**config.mk**
```make
export PLATFORM = sky130hd
export DESIGN_NAME = apb_master_arb_flat
export DESIGN_NICKNAME = d
export VERILOG_FILES = /design/src/rtl/apb_master_arb_if.sv /design/src/rtl/apb_master_arb.sv /design/src/flat_wrapper.sv
export SDC_FILE = /design/constraint.sdc
export NUM_CORES = 1
export LEC_CHECK = 0
export ABC_AREA = 1
export BUFFER_PORTS_ARGS = -buffer_cell sky130_fd_sc_hd__buf_2
export CAP_MARGIN = 15
export CELL_PAD_IN_SITES_DETAIL_PLACEMENT = 0
export CELL_PAD_IN_SITES_GLOBAL_PLACEMENT = 2
export CORE_UTILIZATION = 21
export CTS_BUF_LIST = sky130_fd_sc_hd__clkbuf_2
export CTS_CLUSTER_SIZE = 28
export DETAILED_ROUTE_END_ITERATION = 7
export PLACE_DENSITY = 0.82
export SYNTH_ARGS = -nofsm -noshare
export SYNTH_HDL_FRONTEND = slang
export SYNTH_SLANG_ARGS = --single-unit
```
**constraint.sdc**
```tcl
create_clock -name clk -period 2.5 [get_ports clk]
set_clock_uncertainty 0.15 [all_clocks]
set_input_delay 0.375 -clock clk [delete_from_list [all_inputs] [get_ports clk]]
set_output_delay 0.375 -clock clk [all_outputs]
set_load 0.1 [all_outputs]
```
**src/rtl/apb_master_arb_if.sv**
```systemverilog
// Bundle of requester handshake and APB bus signals for apb_master_arb.
// The master modport is the arbiter side; slave is the agents/APB-slave side.
interface apb_master_arb_if #(
  parameter int NREQ = 4,
  parameter int AW   = 32,
  parameter int DW   = 32
);
  logic [NREQ-1:0]    req_valid;
  logic [NREQ-1:0]    req_write;
  logic [NREQ*AW-1:0] req_addr;
  logic [NREQ*DW-1:0] req_wdata;
  logic [NREQ-1:0]    req_ready;
  logic [NREQ-1:0]    resp_valid;
  logic [DW-1:0]      resp_rdata;
  logic               resp_err;
  logic               busy;
  logic               psel;
  logic               pen;
  logic               pwrite;
  logic [31:0]        paddr;
  logic [31:0]        pwdata;
  logic [31:0]        prdata;
  logic               pready;

  modport master (
    input  req_valid, req_write, req_addr, req_wdata, prdata, pready,
    output req_ready, resp_valid, resp_rdata, resp_err, busy,
           psel, pen, pwrite, paddr, pwdata
  );

  modport slave (
    output req_valid, req_write, req_addr, req_wdata, prdata, pready,
    input  req_ready, resp_valid, resp_rdata, resp_err, busy,
           psel, pen, pwrite, paddr, pwdata
  );
endinterface

```
**src/rtl/apb_master_arb.sv**
```systemverilog
// Round-robin arbiter that sequences NREQ single-shot requesters onto one APB bus.
// Optional ACCESS-phase timeout is built in when APB_ARB_TIMEOUT_EN is defined.
module apb_master_arb #(
  parameter int NREQ    = 4,
  parameter int AW      = 32,
  parameter int DW      = 32,
  parameter int TIMEOUT = 256
) (
  input logic              clk,
  input logic              rstn,
  apb_master_arb_if.master bus
);

  localparam int GW = (NREQ > 1) ? $clog2(NREQ) : 1;

  typedef enum logic [1:0] {
    ST_IDLE   = 2'd0,
    ST_SETUP  = 2'd1,
    ST_ACCESS = 2'd2
  } state_e;

  state_e           state_q, state_d;
  logic [GW-1:0]    last_q, last_d;
  logic [GW-1:0]    grant_q, grant_d;
  logic             write_q, write_d;
  logic             psel_q, psel_d;
  logic             pen_q, pen_d;
  logic             pwrite_q, pwrite_d;
  logic [31:0]      paddr_q, paddr_d;
  logic [31:0]      pwdata_q, pwdata_d;
  logic [NREQ-1:0]  resp_valid_q, resp_valid_d;
  logic [DW-1:0]    resp_rdata_q, resp_rdata_d;
  logic             busy_q, busy_d;
  logic [GW-1:0]    pick_s;
  logic [GW-1:0]    idx_s;
  logic             any_s;
  logic [AW-1:0]    addr_a  [NREQ];
  logic [DW-1:0]    wdata_a [NREQ];

`ifdef APB_ARB_TIMEOUT_EN
  localparam int CW = $clog2(TIMEOUT + 1);
  logic [CW-1:0]    cnt_q, cnt_d;
  logic             resp_err_q, resp_err_d;
`endif

  for (genvar i = 0; i < NREQ; i++) begin : g_unpack
    assign addr_a[i]  = bus.req_addr[i*AW +: AW];
    assign wdata_a[i] = bus.req_wdata[i*DW +: DW];
  end

  // Round-robin pick: first pending requester after the last one granted.
  always_comb begin
    pick_s = last_q;
    idx_s  = last_q;
    any_s  = 1'b0;
    for (int k = 1; k <= NREQ; k++) begin
      idx_s = GW'((int'(last_q) + k) % NREQ);
      if (!any_s && bus.req_valid[idx_s]) begin
        pick_s = idx_s;
        any_s  = 1'b1;
      end else begin
        any_s  = any_s;
      end
    end
  end

  // Accept strobe is combinational and only offered while idle.
  always_comb begin
    bus.req_ready = '0;
    if (state_q == ST_IDLE && any_s) begin
      bus.req_ready[pick_s] = 1'b1;
    end else begin
      bus.req_ready = '0;
    end
  end

  // Next-state and next-output computation for the transfer sequencer.
  always_comb begin
    state_d      = state_q;
    last_d       = last_q;
    grant_d      = grant_q;
    write_d      = write_q;
    psel_d       = psel_q;
    pen_d        = pen_q;
    pwrite_d     = pwrite_q;
    paddr_d      = paddr_q;
    pwdata_d     = pwdata_q;
    resp_valid_d = '0;
    resp_rdata_d = resp_rdata_q;
`ifdef APB_ARB_TIMEOUT_EN
    cnt_d        = cnt_q;
    resp_err_d   = resp_err_q;
`endif
    case (state_q)
      ST_IDLE: begin
        if (any_s) begin
          state_d  = ST_SETUP;
          last_d   = pick_s;
          grant_d  = pick_s;
          write_d  = bus.req_write[pick_s];
          psel_d   = 1'b1;
          pen_d    = 1'b0;
          pwrite_d = bus.req_write[pick_s];
          paddr_d  = 32'(addr_a[pick_s]);
          pwdata_d = bus.req_write[pick_s] ? 32'(wdata_a[pick_s]) : 32'h0;
        end else begin
          state_d  = ST_IDLE;
        end
      end
      ST_SETUP: begin
        state_d = ST_ACCESS;
        pen_d   = 1'b1;
`ifdef APB_ARB_TIMEOUT_EN
        cnt_d   = '0;
`endif
      end
      ST_ACCESS: begin
        if (bus.pready) begin
          state_d               = ST_IDLE;
          psel_d                = 1'b0;
          pen_d                 = 1'b0;
          resp_valid_d[grant_q] = 1'b1;
          resp_rdata_d          = write_q ? '0 : DW'(bus.prdata);
`ifdef APB_ARB_TIMEOUT_EN
          resp_err_d            = 1'b0;
        end else if (cnt_q == CW'(TIMEOUT - 1)) begin
          // Slave never answered: abort with an error response.
          state_d               = ST_IDLE;
          psel_d                = 1'b0;
          pen_d                 = 1'b0;
          resp_valid_d[grant_q] = 1'b1;
          resp_rdata_d          = '0;
          resp_err_d            = 1'b1;
        end else begin
          cnt_d                 = cnt_q + CW'(1);
        end
`else
        end else begin
          state_d               = ST_ACCESS;
        end
`endif
      end
      default: begin
        state_d = ST_IDLE;
        psel_d  = 1'b0;
        pen_d   = 1'b0;
      end
    endcase
    busy_d = (state_d != ST_IDLE);
  end

  // All sequencer state and bus outputs; reset restarts arbitration at requester 0.
  always_ff @(posedge clk or negedge rstn) begin
    if (!rstn) begin
      state_q      <= ST_IDLE;
      last_q       <= GW'(NREQ - 1);
      grant_q      <= '0;
      write_q      <= 1'b0;
      psel_q       <= 1'b0;
      pen_q        <= 1'b0;
      pwrite_q     <= 1'b0;
      paddr_q      <= 32'h0;
      pwdata_q     <= 32'h0;
      resp_valid_q <= '0;
      resp_rdata_q <= '0;
      busy_q       <= 1'b0;
`ifdef APB_ARB_TIMEOUT_EN
      cnt_q        <= '0;
      resp_err_q   <= 1'b0;
`endif
    end else begin
      state_q      <= state_d;
      last_q       <= last_d;
      grant_q      <= grant_d;
      write_q      <= write_d;
      psel_q       <= psel_d;
      pen_q        <= pen_d;
      pwrite_q     <= pwrite_d;
      paddr_q      <= paddr_d;
      pwdata_q     <= pwdata_d;
      resp_valid_q <= resp_valid_d;
      resp_rdata_q <= resp_rdata_d;
      busy_q       <= busy_d;
`ifdef APB_ARB_TIMEOUT_EN
      cnt_q        <= cnt_d;
      resp_err_q   <= resp_err_d;
`endif
    end
  end

  assign bus.psel       = psel_q;
  assign bus.pen        = pen_q;
  assign bus.pwrite     = pwrite_q;
  assign bus.paddr      = paddr_q;
  assign bus.pwdata     = pwdata_q;
  assign bus.resp_valid = resp_valid_q;
  assign bus.resp_rdata = resp_rdata_q;
  assign bus.busy       = busy_q;
`ifdef APB_ARB_TIMEOUT_EN
  assign bus.resp_err   = resp_err_q;
`else
  assign bus.resp_err   = 1'b0;
`endif

endmodule

```
**src/flat_wrapper.sv**
```systemverilog
// flat-port wrapper written by rule: the top's interface ports become plain ports
module apb_master_arb_flat 
#(
  parameter int NREQ    = 4,
  parameter int AW      = 32,
  parameter int DW      = 32,
  parameter int TIMEOUT = 256
)
  (clk, rstn, bus_req_valid, bus_req_write, bus_req_addr, bus_req_wdata, bus_prdata, bus_pready, bus_req_ready, bus_resp_valid, bus_resp_rdata, bus_resp_err, bus_busy, bus_psel, bus_pen, bus_pwrite, bus_paddr, bus_pwdata);
  apb_master_arb_if #(.NREQ(NREQ), .AW(AW), .DW(DW)) bus_i ();
  input logic clk;
  input logic rstn;
  input wire logic [$bits(bus_i.req_valid)-1:0] bus_req_valid;
  input wire logic [$bits(bus_i.req_write)-1:0] bus_req_write;
  input wire logic [$bits(bus_i.req_addr)-1:0] bus_req_addr;
  input wire logic [$bits(bus_i.req_wdata)-1:0] bus_req_wdata;
  input wire logic [$bits(bus_i.prdata)-1:0] bus_prdata;
  input wire logic [$bits(bus_i.pready)-1:0] bus_pready;
  output wire logic [$bits(bus_i.req_ready)-1:0] bus_req_ready;
  output wire logic [$bits(bus_i.resp_valid)-1:0] bus_resp_valid;
  output wire logic [$bits(bus_i.resp_rdata)-1:0] bus_resp_rdata;
  output wire logic [$bits(bus_i.resp_err)-1:0] bus_resp_err;
  output wire logic [$bits(bus_i.busy)-1:0] bus_busy;
  output wire logic [$bits(bus_i.psel)-1:0] bus_psel;
  output wire logic [$bits(bus_i.pen)-1:0] bus_pen;
  output wire logic [$bits(bus_i.pwrite)-1:0] bus_pwrite;
  output wire logic [$bits(bus_i.paddr)-1:0] bus_paddr;
  output wire logic [$bits(bus_i.pwdata)-1:0] bus_pwdata;
  assign bus_i.req_valid = bus_req_valid;
  assign bus_i.req_write = bus_req_write;
  assign bus_i.req_addr = bus_req_addr;
  assign bus_i.req_wdata = bus_req_wdata;
  assign bus_i.prdata = bus_prdata;
  assign bus_i.pready = bus_pready;
  assign bus_req_ready = bus_i.req_ready;
  assign bus_resp_valid = bus_i.resp_valid;
  assign bus_resp_rdata = bus_i.resp_rdata;
  assign bus_resp_err = bus_i.resp_err;
  assign bus_busy = bus_i.busy;
  assign bus_psel = bus_i.psel;
  assign bus_pen = bus_i.pen;
  assign bus_pwrite = bus_i.pwrite;
  assign bus_paddr = bus_i.paddr;
  assign bus_pwdata = bus_i.pwdata;
  apb_master_arb #(.NREQ(NREQ), .AW(AW), .DW(DW), .TIMEOUT(TIMEOUT)) u_core (.clk(clk), .rstn(rstn), .bus(bus_i));
endmodule
```
---- Word-level counts from Yosys, hierarchy flattened ----
Cells that the tools add are included.
storage, ports and cells
  register bits after elaboration ......... 110
  input bits .............................. 299
  output and inout bits ................... 109
  word-level logic and storage cells ...... 86
operators by class
  add/sub/neg operators ................... 4
  magnitude comparators ................... 9
  equality and inequality tests ........... 4
  multiplexer cells ....................... 41
  bitwise logic cells ..................... 2
  reductions and logical operators ........ 15
operator list
  cell                   count
  $mux W32               6
  $bmux W32 S2           2
  $lt A2 B3 Y1 const B   6
  $mux W1                15
  $mux W4                3
  $bmux W1 S2            5
  $mux W2                5
  $logic_and A1 B1 Y1    6
  $pmux W1 S3            2
  $pmux W2 S3            1
  $reduce_and A2 Y1      3
  $add A2 B1 Y2 const B  2
  $add A2 B2 Y2 const B  2
  $demux W1 S2           2
  $ge A2 B1 Y1 const B   2
  $ge A3 B3 Y1 const B   1
  $logic_not A1 Y1       3
  $not A2 Y3             1
  $reduce_and A3 Y1      1
  $eq A2 B1 Y1 const B   1
  $eq A2 B2 Y1 const B   1
  $logic_not A2 Y1       1
  $ne A2 B1 Y1 const B   1
  $ne A2 B2 Y1 const B   1
  other kinds (2)        2

---- Longest topological paths before layout ----
Gate-level depths: netlist (run 1).
  depth in word-level cells ............... 18
  gate-level depth with buffers ........... 18
  depth with buffers taken out ............ 15

---- Worst setup path before layout (run 1) ----
Ideal clock, no wire load.
  path type ............................... flip-flop to output port
  from .................................... register u_core.last_q[0]
  to ...................................... output bus_req_ready[0]
  arrival time ............................ 2886 ps
  data required time ...................... 1975 ps
  setup slack ............................. -911 ps
  stages on the path, launching flop included .. 14
  buffers on the path ..................... 3
  cell sequence ........................... dfstp_2 -> buf_6 -> inv_4 -> nand2_1 -> nand3_1 -> nand2_4 -> nand2_2 -> nand2_2 -> nand2_2 -> nand2_2 -> buf_6 -> buf_2 -> nand2_1 -> nor2_1
on the way
  word-level cells in the longest chain between the ends .. 18
  elaborated cells between the ends (all ways) .. 33
  classes of those cells .................. 4 x add/sub; 2 x order compare; 19 x mux; 8 x reduce/logical
RTL lines
  element                                                             line                   source
  start: declaration                                                  apb_master_arb.sv:23   logic [GW-1:0] last_q, last_d;
  start signal: assignment                                            apb_master_arb.sv:156  last_q <= GW'(NREQ - 1);
  start signal: assignment                                            apb_master_arb.sv:173  last_q <= last_d;
  $add A2 B1 Y2                                                       apb_master_arb.sv:57   idx_s = GW'((int'(last_q) + k) % NREQ);
  $bmux W1 S2                                                         apb_master_arb.sv:58   if (!any_s && bus.req_valid[idx_s]) begin
  $mux W1 (implied by the code)                                       apb_master_arb.sv:58
  $mux W1                                                             apb_master_arb.sv:58
  $logic_not A1 Y1                                                    apb_master_arb.sv:58
  $logic_and A1 B1 Y1                                                 apb_master_arb.sv:58
  $mux W1                                                             apb_master_arb.sv:58
  $logic_not A1 Y1                                                    apb_master_arb.sv:58
  [... 2 more ...]                                                    n/a
  $logic_not A1 Y1                                                    apb_master_arb.sv:58
  $logic_and A1 B1 Y1                                                 apb_master_arb.sv:58
  $mux W2                                                             apb_master_arb.sv:58
  $lt A2 B3 Y1 (implied by the code) or $ge A2 B1 Y1 (tied branches)  apb_master_arb.sv:71   bus.req_ready[pick_s] = 1'b1;
  $logic_and A1 B1 Y1 (implied by the code)                           apb_master_arb.sv:71
  $mux W1 (implied by the code)                                       apb_master_arb.sv:71
  $demux W1 S2                                                        n/a
  $mux W4 *                                                           apb_master_arb.sv:70   if (state_q == ST_IDLE && any_s) begin
  end: declaration                                                    flat_wrapper.sv:19     output wire logic [$bits(bus_i.req_ready)-1:0] bus_req_ready;
Mark *: on every way between the ends. The rest lies on a longest branch, timed or not. The select of a mux whose other input is x is not followed.

---- Final worst setup path (run 1) ----
  from .................................... register u_core.last_q[1]
  to ...................................... output bus_req_ready[3]
The elaborated chain is that of the path after synthesis.

==> results.toml, run 1 <==
[run_status]
outcome = "finished, violations left"
violations = "negative setup slack"

[cells_and_area]
final_nets = 2082
multi_input_area_sq_mm = 0.00376
final_cell_mix = "747 x nand2_1, 401 x buf_2, 299 x dlygate4sd3_1, 108 x dfrtp_1, 41 x nand3_1"
fillCellCount = 3304
syn2layout_area_growth_pct = 92.9
final_common_cell = "nand2_1"
utilization_pct = 41.2
regArea_sq_mm = 0.00276
final_layout_size_suffix_gt1_share_pct = 30.3

[setup_path]
arrival_ns = 2.48
required_ns = 1.98
path_buf_inv = 4
reg2reg_depth = 16
path_cells = "nand2_2 > nand2_2 > nand2_2 > nand2_2 > clkinv_4 > nand3_4 > inv_2 > nand2_2 > nand2_4 > nor2_4 > inv_2 > nor2_4 > buf_12"
r2r_slack_ns = -0.04
reg2reg_to = "u_core.bus.paddr[31]"
end_kind = "primary output"
worst-setup-path-type = "reg -> out"
path_max_fanout = 6
critPathMaxStageDelay_ns = 0.68
critPathSlowestCell = "dfstp_2"
r2r-start = "u_core.last_q[0]"
cp-start-kind = "flop"
cp_top_family = "simple AND/OR/NAND/NOR gates"
crit_top_cell = "nand2_2"

[detailed_routing]
wl_microns = 32700
ant_nets = 0
via_per_inst = 4.25
avgRoutedWirePerCell_microns = 14.9
route.detailed.drc = 0
drt_iter0_markers = 350
drtPass1Iterations = 5
via_count = 9310

[synthesis]
synth_compound_area_share_pct = 2.89
ys_types = 25
syn_area_sq_mm = 0.00675
syn_nets = 1375
synth_xor_area_share_pct = 0
synth-simple-area-share_pct = 49.6
ys_seq_elements = 110
avgSynthCellArea_sq_um = 6.27
synth_top_family_by_area = "simple AND/OR/NAND/NOR gates"
synth_warnings = 0
synthAdderAreaFrac_pct = 0
synth.mux.area_fraction_pct = 0
seq_area_frac_synth_pct = 40.8
syn_inst = 1076

[worst_hold_path]
hp-class = "in -> reg"
hold_depth = 7
min_from = "bus_req_wdata[96]"
min_to = "u_core.bus.pwdata[0]"

[die]
dieHeight_microns = 181
start_util_pct = 21.4
io_pins = 408
num_rows = 65
die_area_sq_mm = 0.0328
fp.dieW_microns = 181
core-area_sq_mm = 0.0316

[global_routing]
antenna_found_initial = 1
grt_overflow = 0
grt_max_degree = 62
track_usage_pct = 18.9
grt_pass1_vias = 9703
grt_pass1_wl_microns = 49600

[sta]
fin_hold_ws_ns = 0.0435
clock.fmax_ghz = 0.332
final_hold_viol_count = 0
rsz0062_at_grt = "yes"
relSlewSlack_pct = 34.2
setup_viol = 6
period_share_pct = 120
setup_slack_ns = -0.509
tightestPinTransition_ns = 0.983
min_period_ns = 3.01
final_max_slew_viol_count = 0

[clock_network]
cts_tree = "done"
worstSkewPairLatency_ns = 0.67
cts_max_path_buffers = 2
clock-sinks = 110
cts_root_buf = "clkbuf_2"
cts_max_level = 3
cts_inserted_buffers = 9
clk_pin_slew_ns = 0.40

[flow_run]
maxCapViolations = 0

[place]
port_buffers = 406
gp_congestion = 0.864
dpl.hpwl_microns = 21200
-- stage by stage --
step	TNS, ns	area [sq um]	setup WS [ns]	std cells
floorplan	-0.201	6840	-0.0509	1076
global placement	0	9420	0.102	1852
detailed placement	0	9420	0.0695	1852
CTS	-2.77	12800	-0.582	2181
global route	-11.35	13000	-0.742	2191
finish	-2.06	13000	-0.509	2191
-- cell usage after synthesis (all sizes together) --
library cell | count | share of area (%)
o211ai | 1 | 0.11
nor2 | 9 | 0.65
nand3 | 50 | 4.0
o21ai | 36 | 2.7
nor3 | 4 | 0.30
nand4 | 1 | 0.093
conb | 1 | 0.056
a22oi | 1 | 0.11
dfstp | 2 | 0.78
buf | 48 | 5.1
dfrtp | 108 | 40
inv | 12 | 0.74
nand2 | 789 | 45
clkbuf | 14 | 0.78
-- kinds of logic after synthesis --
kind of cell	Yosys count
AO/OA/AOI/OAI	38
buffers and inverters	74
flip-flops	110
other	1
AND/OR/NAND/NOR	853
-- tightest hold or removal path, delay by kind of cell --
| kind | cells | cell delay (ns) |
|---|---|---|
| and+or+nand+nor | 6 | 0.38 |
| buffers and inverters | 1 | 0.07 |
-- timing repair --
item / CTS / global route
endpoints found under the setup margin: 4 / 68
cloned: 0 / 7
gates resized for setup: 32 / 15
pin swaps: 15 / 9
setup buffers: 15 / 3
hold buffers: 298 / 1
endpoints found under the hold margin: 210 / 11
-- state kept, by name, summed over array words and instances (netlist names) --
| register | count |
|---|---|
| u_core.bus.busy | 1 |
| u_core.bus.paddr | 32 |
| u_core.bus.pen | 1 |
| u_core.bus.psel | 1 |
| u_core.bus.pwdata | 32 |
| u_core.bus.resp_rdata | 32 |
| u_core.bus.resp_valid | 4 |
| u_core.grant_q | 2 |
| u_core.last_q | 2 |
| u_core.state_q | 2 |
| u_core.write_q | 1 |
-- metal layers --
layer / GRT usage [%] / share of wire [%]
met1: 21.9 / 42
met4: 6.95 / 2.8
met3: 3.93 / 5.8
met5: 0 / 0
met2: 34.1 / 49
-- cell type report --
cell class	instances	area share, %
inverters	12	0.461
well taps	402	3.86
multi-input cells	892	28.9
repair buffers	758	44.6
clock inverters	7	0.663
clock buffers	9	0.346
flip-flops and latches	110	21.2
diodes	1	0.0192
-- worst max-delay path by stage --
stage,startpoint,endpoint,slack [ns],depth (start not counted)
finish,u_core.last_q[1],bus_req_ready[3],-0.51,13
global route,u_core.last_q[0],bus_req_ready[1],-0.74,13
CTS,u_core.last_q[0],bus_req_ready[3],-0.58,13
detailed placement,u_core.last_q[0],bus_req_ready[3],0.07,13
global placement,u_core.last_q[0],bus_req_ready[3],0.10,13
floorplan,u_core.last_q[0],bus_req_ready[0],-0.05,13
Power of run 1 is left out: the tool's default activity adds up to more than one toggle a clock period on the data nets, which glitch-free logic cannot reach.
==> run 2: changes to the inputs <==
--- a/config.mk
+++ b/config.mk
@@ -15,6 +15,7 @@
 export CTS_CLUSTER_SIZE = 28
 export DETAILED_ROUTE_END_ITERATION = 7
 export PLACE_DENSITY = 0.82
+export RECOVER_POWER = 100
 export SYNTH_ARGS = -nofsm -noshare
 export SYNTH_HDL_FRONTEND = slang
 export SYNTH_SLANG_ARGS = --single-unit
==> run 2 against run 1 <==
The run still ends with negative setup slack left; final cell count did not move; worst setup slack lost 0.0043 ns; register-to-register slack about the same; core utilization decreased by 0.13 points; global-route usage stayed put; design area decreased by 0.33%; critical path depth stayed put; worst hold slack lost 0.0024 ns; critical path type unchanged; highest routed layer unchanged.
==> results.toml, run 2 (synthesized netlist as in run 1, its figures left out) <==
[run_status]
outcome = "finished, violations left"
violations = "negative setup slack"

[sta]
setup_slack_ns = -0.513
final_hold_viol_count = 0
final_max_slew_viol_count = 0
relSlewSlack_pct = 22.0
setup_viol = 16
rsz0062_at_grt = "yes"
clock.fmax_ghz = 0.332
tightestPinTransition_ns = 1.17
period_share_pct = 121
min_period_ns = 3.01

[global_routing]
grt_pass1_wl_microns = 49600
grt_max_degree = 62
grt.met3_usage_pct = 3.93
top_usage_layer = "met2"
gr-usage-met2_pct = 34.1
track_usage_pct = 18.9
grt_pass1_vias = 9703
antenna_found_initial = 1
met1_usage_pct = 21.9
grt_overflow = 0

[worst_hold_path]
hold_depth = 7
min_to = "u_core.bus.pwdata[0]"
min_from = "bus_req_wdata[96]"
hp-class = "in -> reg"

[cells_and_area]
syn2layout_area_growth_pct = 92.3
regArea_sq_mm = 0.00276
utilization_pct = 41.1
layoutNonFillerInstCount = 2191
multi_input_area_sq_mm = 0.00376
final_cell_mix = "748 x nand2_1, 397 x buf_2, 299 x dlygate4sd3_1, 108 x dfrtp_1, 41 x nand3_1"
final_common_cell = "nand2_1"
final_nets = 2082
fillCellCount = 3310
final_layout_size_suffix_gt1_share_pct = 30.1

[die]
start_util_pct = 21.4
core-area_sq_mm = 0.0316
fp.dieW_microns = 181
dieHeight_microns = 181
io_pins = 408
die_area_sq_mm = 0.0328
num_rows = 65

[setup_path]
critPathMaxStageDelay_ns = 0.68
crit_top_cell = "nand2_2"
worst-setup-path-type = "reg -> out"
path_cells = "nand2_2 > nand2_2 > nand2_2 > nand2_2 > clkinv_4 > nand3_4 > inv_2 > nand2_2 > nand2_4 > nor2_4 > inv_2 > nor2_4 > buf_12"
end_kind = "primary output"
cp-startpoint = "u_core.last_q[1]"
r2r_slack_ns = -0.05
critPathSlowestCell = "dfstp_2"
reg2reg_to = "u_core.bus.paddr[31]"
required_ns = 1.98
r2r-start = "u_core.last_q[0]"
reg2reg_depth = 16
cp-start-kind = "flop"
path_max_fanout = 6
arrival_ns = 2.49

[detailed_routing]
via_per_inst = 4.26
route.detailed.drc = 0
drtPass1Iterations = 5
drt_iter0_markers = 357
avgRoutedWirePerCell_microns = 14.9
via_count = 9327
ant_nets = 0
wl_microns = 32700

[clock_network]
cts_root_buf = "clkbuf_2"
cts_inserted_buffers = 9
cts_max_path_buffers = 2
clk_pin_slew_ns = 0.40
clock-sinks = 110
worstSkewPairLatency_ns = 0.67
cts_tree = "done"
cts_max_level = 3

[place]
dpl.hpwl_microns = 21200
gp_congestion = 0.864
dp_cells = 1852
port_buffers = 406

[flow_run]
maxCapViolations = 0
## run 2: worst max path at each step
stage | to | slack, ns
floorplan | bus_req_ready[0] | -0.05
global placement | bus_req_ready[3] | 0.10
detailed placement | bus_req_ready[3] | 0.07
CTS | bus_req_ready[3] | -0.58
global route | bus_req_ready[1] | -0.74
finish | bus_req_ready[3] | -0.51
## run 2: metal layers
| layer | up-vias | part of all wire (%) |
|---|---|---|
| met2 | 378 | 49 |
| met1 | 4198 | 43 |
| met4 | 0 | 2.8 |
| met5 | - | 0 |
| li1 | 4695 | - |
| met3 | 56 | 5.8 |
## run 2: through the flow
stage / worst slack [ns] / setup TNS [ns] / hold slack (ns) / area [sq um]
6_report: -0.513 / -2.17 / 0.0410 / 13000
5_1_grt: -0.742 / -12.81 / 0.0603 / 13000
4_1_cts: -0.582 / -2.77 / 0.00872 / 12800
3_5_place_dp: 0.0695 / 0 / 0.145 / 9420
3_3_place_gp: 0.102 / 0 / 0.141 / 9420
2_1_floorplan: -0.0509 / -0.201 / -0.0706 / 6840
## run 2: cell type report
type	instances	share of cell area, %
Antenna cell	1	0.0193
Clock buffer	9	0.347
Clock inverter	7	0.665
Inverter	12	0.463
Multi-Input combinational cell	892	29.0
Sequential cell	110	21.2
Tap cell	402	3.88
Timing Repair Buffer	758	44.4
## run 2: timing repair
action / CTS / global route
buffers inserted: 15 / 3
hold endpoints to repair: 210 / 11
endpoints found under the setup margin: 4 / 68
gates resized for setup: 32 / 15
pin swaps: 15 / 9
gates cloned: 0 / 7
hold buffers: 298 / 1
## run 2: critical path, delay by kind of cell (launching register included)
kind / cells / cell delay, ns
buffers and inverters: 4 / 0.39
DFF: 1 / 0.68
and+or+nand+nor: 9 / 0.74
Power of run 2 is left out for the same reason.
==> run 3: changes to the inputs <==
--- a/config.mk
+++ b/config.mk
@@ -11,7 +11,7 @@
 export CELL_PAD_IN_SITES_DETAIL_PLACEMENT = 0
 export CELL_PAD_IN_SITES_GLOBAL_PLACEMENT = 2
 export CORE_UTILIZATION = 21
-export CTS_BUF_LIST = sky130_fd_sc_hd__clkbuf_2
+export CTS_BUF_LIST = sky130_fd_sc_hd__clkbuf_4 sky130_fd_sc_hd__clkbuf_8
 export CTS_CLUSTER_SIZE = 28
 export DETAILED_ROUTE_END_ITERATION = 7
 export PLACE_DENSITY = 0.82
==> run 3 against run 2 <==
The run still ends with negative setup slack left; via count down 15%; first-iteration DRC count down 26%; worst setup slack better by 0.20 ns; sequential cell count unchanged; die area unchanged; highest routed layer is now met5.
==> results.toml, run 3 (synthesized netlist as in run 1, its figures left out) <==
[run_status]
outcome = "finished, violations left"
violations = "negative setup slack"

[clock_network]
worstSkewPairLatency_ns = 0.40
cts_max_level = 3
cts_inserted_buffers = 9
clock-sinks = 110
cts_tree = "done"
cts_max_path_buffers = 2
cts_root_buf = "clkbuf_8"
clk_pin_slew_ns = 0.12

[cells_and_area]
final_layout_size_suffix_gt1_share_pct = 34.7
final_cell_mix = "752 x nand2_1, 384 x buf_2, 108 x dfrtp_1, 42 x nand3_1, 36 x o21ai_0"
final_nets = 1785
antenna_cells = 0
layoutNonFillerInstCount = 1893
syn2layout_area_growth_pct = 48.9
final_common_cell = "nand2_1"

[setup_path]
path_cells = "inv_4 > nand2_2 > nand2_4 > a22oi_1 > nand2_4 > nand3_4 > nand2_4 > nor2_4 > inv_2 > nor2_4 > buf_12"
end_kind = "primary output"
worst-setup-path-type = "reg -> out"
r2r-start = "u_core.last_q[0]"
endpoint = "bus_req_ready[3]"
crit_top_cell = "nand2_4"
reg2reg_to = "u_core.bus.paddr[20]"
cp-startpoint = "u_core.last_q[0]"
arrival_ns = 2.29
path_max_fanout = 8
cp-start-kind = "flop"
critPathMaxStageDelay_ns = 0.65
r2r_slack_ns = -0.09
reg2reg_depth = 17
required_ns = 1.98
critPathSlowestCell = "dfstp_2"

[detailed_routing]
route.detailed.drc = 0
drt_iter0_markers = 264
via_count = 7941
avgRoutedWirePerCell_microns = 15.4
via_per_inst = 4.19
drtPass1Iterations = 4
wl_microns = 29200
ant_nets = 0

[die]
fp.dieW_microns = 181
die_area_sq_mm = 0.0328
io_pins = 408
start_util_pct = 21.4
core-area_sq_mm = 0.0316
num_rows = 65
dieHeight_microns = 181

[place]
port_buffers = 406
dp_worst_setup_slack_ns = 0.0695
gp_congestion = 0.864
dp_cells = 1852
dpl.hpwl_microns = 21200

[sta]
relSlewSlack_pct = 15.0
rsz0062_at_grt = "yes"
final_hold_viol_count = 0
tightestPinTransition_ns = 1.28
setup_slack_ns = -0.311
clock.fmax_ghz = 0.356
min_period_ns = 2.81
setup_viol = 33
period_share_pct = 112
final_max_slew_viol_count = 0
fin_tns_setup_ns = -2.23
fin_hold_ws_ns = 0.0806

[global_routing]
grt_max_degree = 62
grt_overflow = 0
grt_pass1_vias = 7802
track_usage_pct = 16.5
antenna_found_initial = 1
grt_pass1_wl_microns = 42900

[worst_hold_path]
hp-class = "in -> reg"

[flow_run]
maxCapViolations = 0
-- run 3: area by class of cell --
cell class / count / area (sq um)
clock buffer: 9 / 124
sequential: 110 / 2760
tap: 402 / 503
timing repair buffer: 461 / 2780
fill: 3614 / 21500
multi-input combinational: 892 / 3740
clock inverter: 7 / 86.3
inverter: 12 / 60.1
-- run 3: layer usage --
metal  global-route usage (%)  wire length (microns)
met2                     28.9                  14300
met1                     20.6                  12900
met5                        0                     10
met4                     3.02                    221
met3                     3.85                   1710
-- run 3: through the flow --
stage	util (%)	area [sq um]
after floorplan	-	6840
after global routing	31.8	10000
final	31.8	10000
after CTS	31.1	9810
after detailed placement	29.8	9420
after global placement	29.8	9420
-- run 3: critical path, delay by kind of cell (launching register included) --
kind                   cells  cell delay, ns
flip-flops                 1            0.65
AND/OR/NAND/NOR            7            0.61
buffers and inverters      3            0.34
AO/OA/AOI/OAI              1            0.30
-- run 3: repair_timing --
action	in CTS	in global routing
hold buffers	1	0
pin swaps	14	6
resized for setup	24	16
endpoints found under the hold margin	19	0
buffers inserted	12	2
endpoints found under the setup margin	4	68
gates cloned	0	10
-- run 3: how the worst min path moves through the flow --
stage | from | end | slack [ns] | cells after the start
floorplan | rstn | u_core.bus.busy | -0.07 | 0
global placement | rstn | u_core.bus.paddr[4] | 0.14 | 1
detailed placement | rstn | u_core.bus.paddr[12] | 0.14 | 1
CTS | bus_prdata[11] | u_core.bus.resp_rdata[11] | 0.05 | 3
global route | bus_prdata[25] | u_core.bus.resp_rdata[25] | 0.05 | 3
finish | bus_prdata[12] | u_core.bus.resp_rdata[12] | 0.08 | 3
Power of run 3 is left out for the same reason.
